### src/rtl/abc_stim_pkg.sv
// Shared types and default sizing for the a/b/c stimulus scheduler.
// Used by abc_stim_scheduler and its round-robin arbiter.
package abc_stim_pkg;

    localparam int DEF_NUM_REQ = 4;
    localparam int DEF_LEN_W   = 8;
    localparam int DEF_GAP_CYC = 2;

    typedef enum logic [1:0] {
        IDLE,
        DRIVE,
        GAP,
        FIN
    } state_t;

    // Field order matches the requester encoding: bit2=a, bit1=b, bit0=c.
    typedef struct packed {
        logic a;
        logic b;
        logic c;
    } abc_t;

endpackage

### src/rtl/abc_stim_scheduler_rr_arbiter.sv
// Round-robin requester select starting at a rotating pointer.
// With ABC_STIM_PRIO0_EN defined, requester 0 wins outright and asks the caller to keep the pointer.
module rr_arbiter
    import abc_stim_pkg::*;
#(
    parameter int NUM_REQ = DEF_NUM_REQ,
    parameter int PTR_W   = $clog2(NUM_REQ)
) (
    input  logic [NUM_REQ-1:0] req,
    input  logic [PTR_W-1:0]   ptr,
    input  logic               en,
    output logic [NUM_REQ-1:0] gnt,
    output logic [PTR_W-1:0]   idx,
    output logic               valid,
    output logic               hold_ptr
);

    logic [PTR_W-1:0] cand;

    // Scan from the pointer upward, wrapping, and take the first requester found.
    always_comb begin
        gnt      = '0;
        idx      = '0;
        valid    = 1'b0;
        hold_ptr = 1'b0;
        cand     = '0;
        if (en) begin
`ifdef ABC_STIM_PRIO0_EN
            if (req[0]) begin
                valid    = 1'b1;
                hold_ptr = 1'b1;
                idx      = '0;
            end else
`endif
            for (int i = 0; i < NUM_REQ; i++) begin
                cand = PTR_W'((int'(ptr) + i) % NUM_REQ);
                if (!valid && req[cand]) begin
                    valid = 1'b1;
                    idx   = cand;
                end
            end
            if (valid) begin
                gnt = NUM_REQ'(1) << idx;
            end
        end
    end

endmodule

### src/rtl/abc_stim_scheduler.sv
// Shares the DUT a/b/c inputs among requesters: grant, hold a pattern for len cycles, idle gap, done.
// Optional build macro ABC_STIM_PRIO0_EN gives requester 0 strict priority (see rr_arbiter).
module abc_stim_scheduler
    import abc_stim_pkg::*;
#(
    parameter int NUM_REQ = DEF_NUM_REQ,
    parameter int LEN_W   = DEF_LEN_W,
    parameter int GAP_CYC = DEF_GAP_CYC
) (
    input  logic                     clk,
    input  logic                     rst_n,
    input  logic [NUM_REQ-1:0]       req,
    input  logic [3*NUM_REQ-1:0]     req_abc,
    input  logic [LEN_W*NUM_REQ-1:0] req_len,
    output logic [NUM_REQ-1:0]       gnt,
    output logic [NUM_REQ-1:0]       done,
    output logic                     a,
    output logic                     b,
    output logic                     c,
    output logic                     busy,
    output logic [LEN_W-1:0]         k_cnt
);

    localparam int PTR_W = $clog2(NUM_REQ);
    localparam int GAP_W = $clog2(GAP_CYC + 1);
    localparam int CNT_W = (LEN_W > GAP_W) ? LEN_W : GAP_W;

    state_t           state, state_n;
    logic [PTR_W-1:0] ptr, ptr_n;
    logic [PTR_W-1:0] own, own_n;
    logic [CNT_W-1:0] cnt, cnt_n;
    abc_t             pat, pat_n;
    abc_t             abc_q, abc_n;
    logic [LEN_W-1:0] k_q, k_n;

    abc_t             req_pat  [NUM_REQ];
    logic [LEN_W-1:0] req_lens [NUM_REQ];

    logic [NUM_REQ-1:0] arb_gnt;
    logic [PTR_W-1:0]   arb_idx;
    logic               arb_valid;
    logic               arb_hold;
    logic               arb_en;

    for (genvar i = 0; i < NUM_REQ; i++) begin : g_unpack
        assign req_pat[i]  = abc_t'(req_abc[3*i +: 3]);
        assign req_lens[i] = req_len[LEN_W*i +: LEN_W];
    end

    // Gating with rst_n keeps gnt low while reset is held, since IDLE is the reset state.
    assign arb_en = (state == IDLE) && rst_n;

    rr_arbiter #(
        .NUM_REQ (NUM_REQ),
        .PTR_W   (PTR_W)
    ) u_arb (
        .req      (req),
        .ptr      (ptr),
        .en       (arb_en),
        .gnt      (arb_gnt),
        .idx      (arb_idx),
        .valid    (arb_valid),
        .hold_ptr (arb_hold)
    );

    // Next-state, counters and next stimulus; cnt counts remaining cycles of DRIVE or GAP.
    always_comb begin
        state_n = state;
        ptr_n   = ptr;
        own_n   = own;
        cnt_n   = cnt;
        pat_n   = pat;
        abc_n   = '0;
        k_n     = k_q;
        done    = '0;
        case (state)
            IDLE: begin
                if (arb_valid) begin
                    own_n = arb_idx;
                    pat_n = req_pat[arb_idx];
                    k_n   = '0;
                    if (!arb_hold) begin
                        ptr_n = (arb_idx == PTR_W'(NUM_REQ - 1)) ? '0 : arb_idx + 1'b1;
                    end
                    if (req_lens[arb_idx] == '0) begin
                        state_n = GAP;
                        cnt_n   = CNT_W'(GAP_CYC - 1);
                    end else begin
                        state_n = DRIVE;
                        cnt_n   = CNT_W'(req_lens[arb_idx]) - 1'b1;
                        abc_n   = req_pat[arb_idx];
                    end
                end
            end
            DRIVE: begin
                if (pat.a && pat.b && (k_q != '1)) begin
                    k_n = k_q + 1'b1;
                end
                if (cnt == '0) begin
                    state_n = GAP;
                    cnt_n   = CNT_W'(GAP_CYC - 1);
                end else begin
                    cnt_n = cnt - 1'b1;
                    abc_n = pat;
                end
            end
            GAP: begin
                if (cnt == '0) begin
                    state_n = FIN;
                end else begin
                    cnt_n = cnt - 1'b1;
                end
            end
            FIN: begin
                done    = NUM_REQ'(1) << own;
                state_n = IDLE;
            end
            default: state_n = IDLE;
        endcase
    end

    always_ff @(posedge clk or negedge rst_n) begin
        if (!rst_n) begin
            state <= IDLE;
            ptr   <= '0;
            own   <= '0;
            cnt   <= '0;
            pat   <= '0;
            abc_q <= '0;
            k_q   <= '0;
        end else begin
            state <= state_n;
            ptr   <= ptr_n;
            own   <= own_n;
            cnt   <= cnt_n;
            pat   <= pat_n;
            abc_q <= abc_n;
            k_q   <= k_n;
        end
    end

    assign gnt   = arb_gnt;
    assign busy  = (state != IDLE);
    assign a     = abc_q.a;
    assign b     = abc_q.b;
    assign c     = abc_q.c;
    assign k_cnt = k_q;

endmodule

### config.mk
export PLATFORM = sky130hd
export DESIGN_NAME = abc_stim_scheduler
export DESIGN_NICKNAME = d
export VERILOG_FILES = /design/src/rtl/abc_stim_pkg.sv /design/src/rtl/abc_stim_scheduler_rr_arbiter.sv /design/src/rtl/abc_stim_scheduler.sv
export SDC_FILE = /design/constraint.sdc
export NUM_CORES = 1
export LEC_CHECK = 0
export ABC_AREA = 1
export ABC_CLOCK_PERIOD_IN_PS = 3150
export BUFFER_PORTS_ARGS = -buffer_cell sky130_fd_sc_hd__buf_4
export CAP_MARGIN = 20
export CORE_ASPECT_RATIO = 1.25
export CORE_MARGIN = 1
export CORE_UTILIZATION = 54
export CTS_BUF_LIST = sky130_fd_sc_hd__clkbuf_16
export CTS_CLUSTER_SIZE = 10
export DETAILED_ROUTE_END_ITERATION = 7
export HOLD_SLACK_MARGIN = 0.08
export PLACE_DENSITY = 0.81
export SLEW_MARGIN = 20
export SYNTH_ARGS = -nofsm -noshare
export SYNTH_HDL_FRONTEND = slang
export SYNTH_SLANG_ARGS = --single-unit
### constraint.sdc
create_clock -name clk -period 3.15 [get_ports clk]
set_input_delay 0.4725 -clock clk [delete_from_list [all_inputs] [get_ports clk]]
set_output_delay 0.4725 -clock clk [all_outputs]
set_load 0.01 [all_outputs]
# Yosys cells after proc, flatten, opt, wreduce, memory -nomap -nowiden
# Cells that the tools add are included.
# op_classes
n_lt_le_gt_ge,5
eq_ne,10
n_bitwise,1
n_reduce_logical,19
n_shift,2
add_sub_neg,7
n_mux,50
# op_table
op,n
$mux W8,8
$pmux W8 S3,1
$mux W2,11
$bmux W8 S2,1
$logic_not A8 Y1,2
$pmux W8 S2,1
$sub A8 B1 Y8 const B,2
$mux W3,5
$mux W1,13
$lt A2 B3 Y1 const B,4
$mux W4,3
$ne A2 B2 Y1 const B,5
$reduce_and A3 Y1,3
$add A8 B1 Y8 const B,1
$bmux W1 S2,4
$ne A8 B8 Y1 const B,1
$pmux W2 S4,1
$shl A1 B2 Y4 const A,2
$bmux W3 S2,1
$eq A2 B2 Y1 const B,3
$logic_and A1 B1 Y1,6
$pmux W3 S2,1
$add A2 B1 Y2 const B,2
$add A2 B2 Y2 const B,2
other kinds (8),11
# word_totals
elab_cells,105
register_bits,28
inputBits,50
output_inout_bits,20

# Depth between registers and ports, before layout
# logic_depth
depth_word,25
depth_mapped,25
mapped_depth_nobuf,23

# Hierarchy
# Synthesis repeated with hierarchy kept, for this count alone.
# unflattened
hier_cells,395
area_unflattened_um2,2538.7
# by_module_without_submodules
module,area_per_inst_um2,seq_area_each_um2,cells_each,instances
abc_stim_scheduler,2160.8,700.7,320,1
rr_arbiter,377.9,0.0,75,1

# Least setup slack after synthesis
# Ideal clock, no wire load.
# synth_path
path_type,reg-to-reg
start,reg ptr[0]
end,reg cnt[1]
stages_incl_launch_ff,22
slack_ns,0.610
setup_ns,0.119
arrival_time_ns,2.421
synth_period_minus_slack_ns,2.540
path_buffers,3
path_cell_list,dfrtp_1 > buf_6 > inv_6 > nand2_2 > nand2_2 > nand2_1 > inv_2 > nor2_1 > nand3_2 > nand2_4 > nor2_4 > buf_6 > buf_4 > nand3_1 > nand2_1 > ha_1 > inv_1 > nor2_2 > nand2_4 > nor2_8 > nor3_1 > o21a_1
# synth_between
elab_chain_len,25
word_cells_on_any_way,43
cone_classes,4 x add/sub; 1 x eq/ne; 29 x mux; 1 x bitwise; 8 x reduce/logical
# synth_rtl
item,line_no,text
start: declaration,abc_stim_scheduler.sv:29,"logic [PTR_W-1:0] ptr, ptr_n;"
start signal: assignment,abc_stim_scheduler.sv:133,ptr <= ptr_n;
$bmux W1 S2,abc_stim_scheduler_rr_arbiter.sv:37,if (!valid && req[cand]) begin
$mux W1 (implied by the code),abc_stim_scheduler_rr_arbiter.sv:37,
$mux W1,abc_stim_scheduler_rr_arbiter.sv:37,
$mux W1,abc_stim_scheduler_rr_arbiter.sv:27,if (en) begin
$logic_not A1 Y1,abc_stim_scheduler_rr_arbiter.sv:37,
$logic_and A1 B1 Y1,abc_stim_scheduler_rr_arbiter.sv:37,
$mux W1,abc_stim_scheduler_rr_arbiter.sv:37,
$mux W1,abc_stim_scheduler_rr_arbiter.sv:27,
[7 not listed],--,
$mux W2 (2 in series),abc_stim_scheduler_rr_arbiter.sv:27,
$not A2 Y3 (implied by the code),"abc_stim_scheduler.sv:85, abc_stim_scheduler.sv:90",
$bmux W8 S2,"abc_stim_scheduler.sv:85, abc_stim_scheduler.sv:90",
$mux W8 (implied by the code) (2 in series),"abc_stim_scheduler.sv:85, abc_stim_scheduler.sv:90",
$sub A8 B1 Y8 / $logic_not A8 Y1 (equally long branches),"abc_stim_scheduler.sv:90, abc_stim_scheduler.sv:85",
$mux W8,abc_stim_scheduler.sv:85,if (req_lens[arb_idx] == '0) begin
$mux W8,abc_stim_scheduler.sv:78,if (arb_valid) begin
$pmux W8 S3,abc_stim_scheduler.sv:76,case (state)
end signal: assignment,abc_stim_scheduler.sv:135,cnt <= cnt_n;
end: declaration,abc_stim_scheduler.sv:31,"logic [CNT_W-1:0] cnt, cnt_n;"
# Parallel ways exist; a longest one is shown, timed or not. The select of a mux whose other input is x is not followed.
# A chain may end at the register's enable or synchronous reset.

# Final worst setup path
# layout_path
start,reg ptr[0]
end,reg cnt[6]
# Same word-level chain as after synthesis.

==> results_dict.tcl <==
set metrics [dict create \
    synth_area_mm2 0.00260 \
    final_antenna_net_count 0 \
    root_buffer "clkbuf_16" \
    seq_area_frac_synth 0.270 \
    dieArea_mm2 0.00510 \
    clk_path_buf_depth 2 \
    syn_to_final_growth_pct 25.3 \
    max_freq_ghz 0.351 \
    n_antenna_cell 0 \
    setup_violations 0 \
    numCtsBuffers 3 \
    ctsHoldBuffers 0 \
    wl_per_cell_um 11.9 \
    fin_setup_tns_ps 0 \
    synth_top_area_share 0.270 \
    drtIter0Drc 134 \
    maxSlewHeadroom 0.659 \
    track_usage 0.263 \
    post-place-ws_ps 294 \
    yosysMostFrequentCell "nand2_1" \
    p_clk_frac 0.126 \
    slew_violations 0 \
    multi_input_area_mm2 0.00153 \
    grt_pass1_vias 2570 \
    powerDensity_mw_per_mm2 943 \
    grt_setup_unrepaired "false" \
    worstPathMaxFanout 21 \
    syn_area_per_cell_um2 6.39 \
    synth.yosys.warnings 0 \
    grt_antenna_before_repair 0 \
    routed_via_density 5.18 \
    cp.arrival_ps 3040 \
    async_reset_ff_frac 1.00 \
    fin_nets 537 \
    initial_core_util 0.574 \
    clock_skew_ps 9.10 \
    synthesis.nets 467 \
    route.detailed.drc 0 \
    netSwitchingPower_w 0.00156 \
    required_ps 3340 \
    period_needed_ps 2850 \
    wirelength_um 6350 \
    die_h_um 79.6 \
    synth.top_cells.by_count "nand2_1 (111), inv_1 (68), nand3_1 (43), nor2_1 (35), dfrtp_1 (28)" \
    cts_tree "built" \
    worst_slew_pin_slew_ps 507 \
    gp_congestion 0.912 \
    p_int_w 0.00151 \
    synth_edf_count 0 \
    drv_cap 0 \
    grt_remaining_overflow 0 \
    yosysUniqueCellTypes 43 \
    hold_violations 0 \
    grt_max_degree 29 \
    dieWidth_um 64.1 \
    cts.clk_slew.worst_paths_ps 80 \
    ctsHtreeMaxLevel 1 \
    hp-class "in -> async" \
    power_frac_seq 0.216 \
    std_cell_rows 27 \
    syn-instance-count 407 \
    p_leak_nw 1.82 \
    synth_area_leaders "dfrtp_1 (27%), nand2_1 (16%), inv_1 (9.8%)" \
    cp-start-kind "register" \
    status "finished, final reports clean" \
    fin_ws_ps 298 \
    grt_pass1_wl_um 10700 \
    ioPinCount 70 \
    hpwl_um 5020 \
    ys.flop_type "dfrtp_1" \
    yosysTopAreaCell "dfrtp_1" \
    p_comb_frac 0.659 \
    num-fill-cells 409 \
    ir_worst_vdd_mv 0.625 \
    cts_sinks 28 \
    worstSetupPathType "reg -> reg" \
    seq_area_um2 702 \
    crit_path_end_kind "register" \
    port_buffers 69 \
    ys_ff_latch 28 \
    clock_latency_ps 270 \
    swShare 0.508 \
    layout_worst_path_cycle_share 0.905 \
    core_mm2 0.00453 \
    dr.pass1.iters 4 \
    layout-drive-gt1-share 0.239 \
    vias 2764 \
]
-- metrics by stage --
stage | total power (W) | hold WS (ps) | cells | utilization | instance area [um2]
finish | 0.00307 | 219 | 534 | 0.719 | 3260
global route | 0.00336 | 256 | 534 | 0.719 | 3260
CTS | 0.00307 | 236 | 534 | 0.719 | 3260
detailed placement | 0.00265 | 531 | 530 | 0.696 | 3150
global placement | 0.00259 | 520 | 530 | 0.696 | 3150
floorplan | 0.00218 | 177 | 407 | - | 2600
-- worst paths after layout --
path                                         to  depth (start not counted)  slack, ps                  from
hold reg to reg            k_cnt[7]$_DFFE_PN0P_                          1        550  k_cnt[7]$_DFFE_PN0P_
hold / removal                      c$_DFF_PN0_                          2        220                 rst_n
max in group asynchronous    ptr[0]$_DFFE_PN0P_                          2       2650                 rst_n
setup reg to reg             cnt[6]$_DFFE_PN0P_                         20        300    ptr[0]$_DFFE_PN0P_
min in group clk           k_cnt[7]$_DFFE_PN0P_                          1        550  k_cnt[7]$_DFFE_PN0P_
setup / recovery             cnt[6]$_DFFE_PN0P_                         20        300    ptr[0]$_DFFE_PN0P_
-- registers in the layout, summed over array words and instances, names as in the netlist --
name,cells
state,2
ptr,2
k_cnt,8
c,1
cnt,8
pat,3
own,2
b,1
a,1
-- routing by layer --
metal	up-vias	track usage	wire (um)
met4	0	0.0932	127
met2	71	0.503	3370
met1	1258	0.306	2640
li1	1422	-	-
met3	13	0.0129	209
met5	-	0	0
-- repair_timing --
action	CTS	global route
setup endpoints to repair	0	10
gates resized for setup	0	1
setup buffers	0	0
endpoints found under the hold margin	0	0
-- critical path, stage by stage (launching register included) --
cell,delay (ps)
dfrtp_2,500
inv_6,120
nand2_1,80
nand3_1,100
nand2_2,80
nor2_4,140
nand3_2,100
nand2_4,140
inv_4,90
nand2_4,200
nand2_1,80
nand3_1,80
nand2_1,80
inv_2,80
ha_1,160
inv_1,50
nor2_2,180
inv_1,70
o21ai_1,200
nand3_1,110
a21oi_1,130
-- cell type report --
type	instances	area share
multi-input cells	294	0.470
flip-flops and latches	28	0.216
repair buffers	73	0.168
inverters	77	0.0914
clock buffers	3	0.0231
well taps	58	0.0223
clock inverters	1	0.00922
-- power groups by stage --
stage                     Combinational (W)  Sequential, W  Clock, W
final                               0.00202       0.000662  0.000386
after CTS                           0.00202       0.000661  0.000387
after global routing                0.00228       0.000681  0.000397
after floorplan                     0.00154       0.000638         0
after global placement              0.00194       0.000657         0
after detailed placement            0.00199       0.000664         0
-- cell usage in the layout, fill, tap and decap left out, drive strengths merged --
cell type,count
bufinv,1
o21a,1
a21oi,16
ha,10
xor2,3
a31oi,2
clkbuf,3
o22ai,4
nand3,47
nor2,43
inv,75
buf,73
nand4,3
o21bai,1
dfrtp,28
nand3b,1
and2,1
nor4,2
clkinv,2
a22o,1
a221oi,2
o211ai,1
nor3,8
a211oi,1
o21ai,19
nand2,124
xnor2,1
a22oi,3
-- logic make-up (layout without fill, tap and decap cells) --
logic type | count (synthesis) | count (layout) | synth area share
AOI/OAI and AO/OA | 51 | 51 | 0.114
xor gates and xnor gates | 4 | 4 | 0.0135
adders and majority gates | 10 | 10 | 0.0481
buffers and inverters | 85 | 154 | 0.141
DFF | 28 | 28 | 0.270
and+or+nand+nor | 229 | 229 | 0.414
Power figures use the tool's default switching activity.
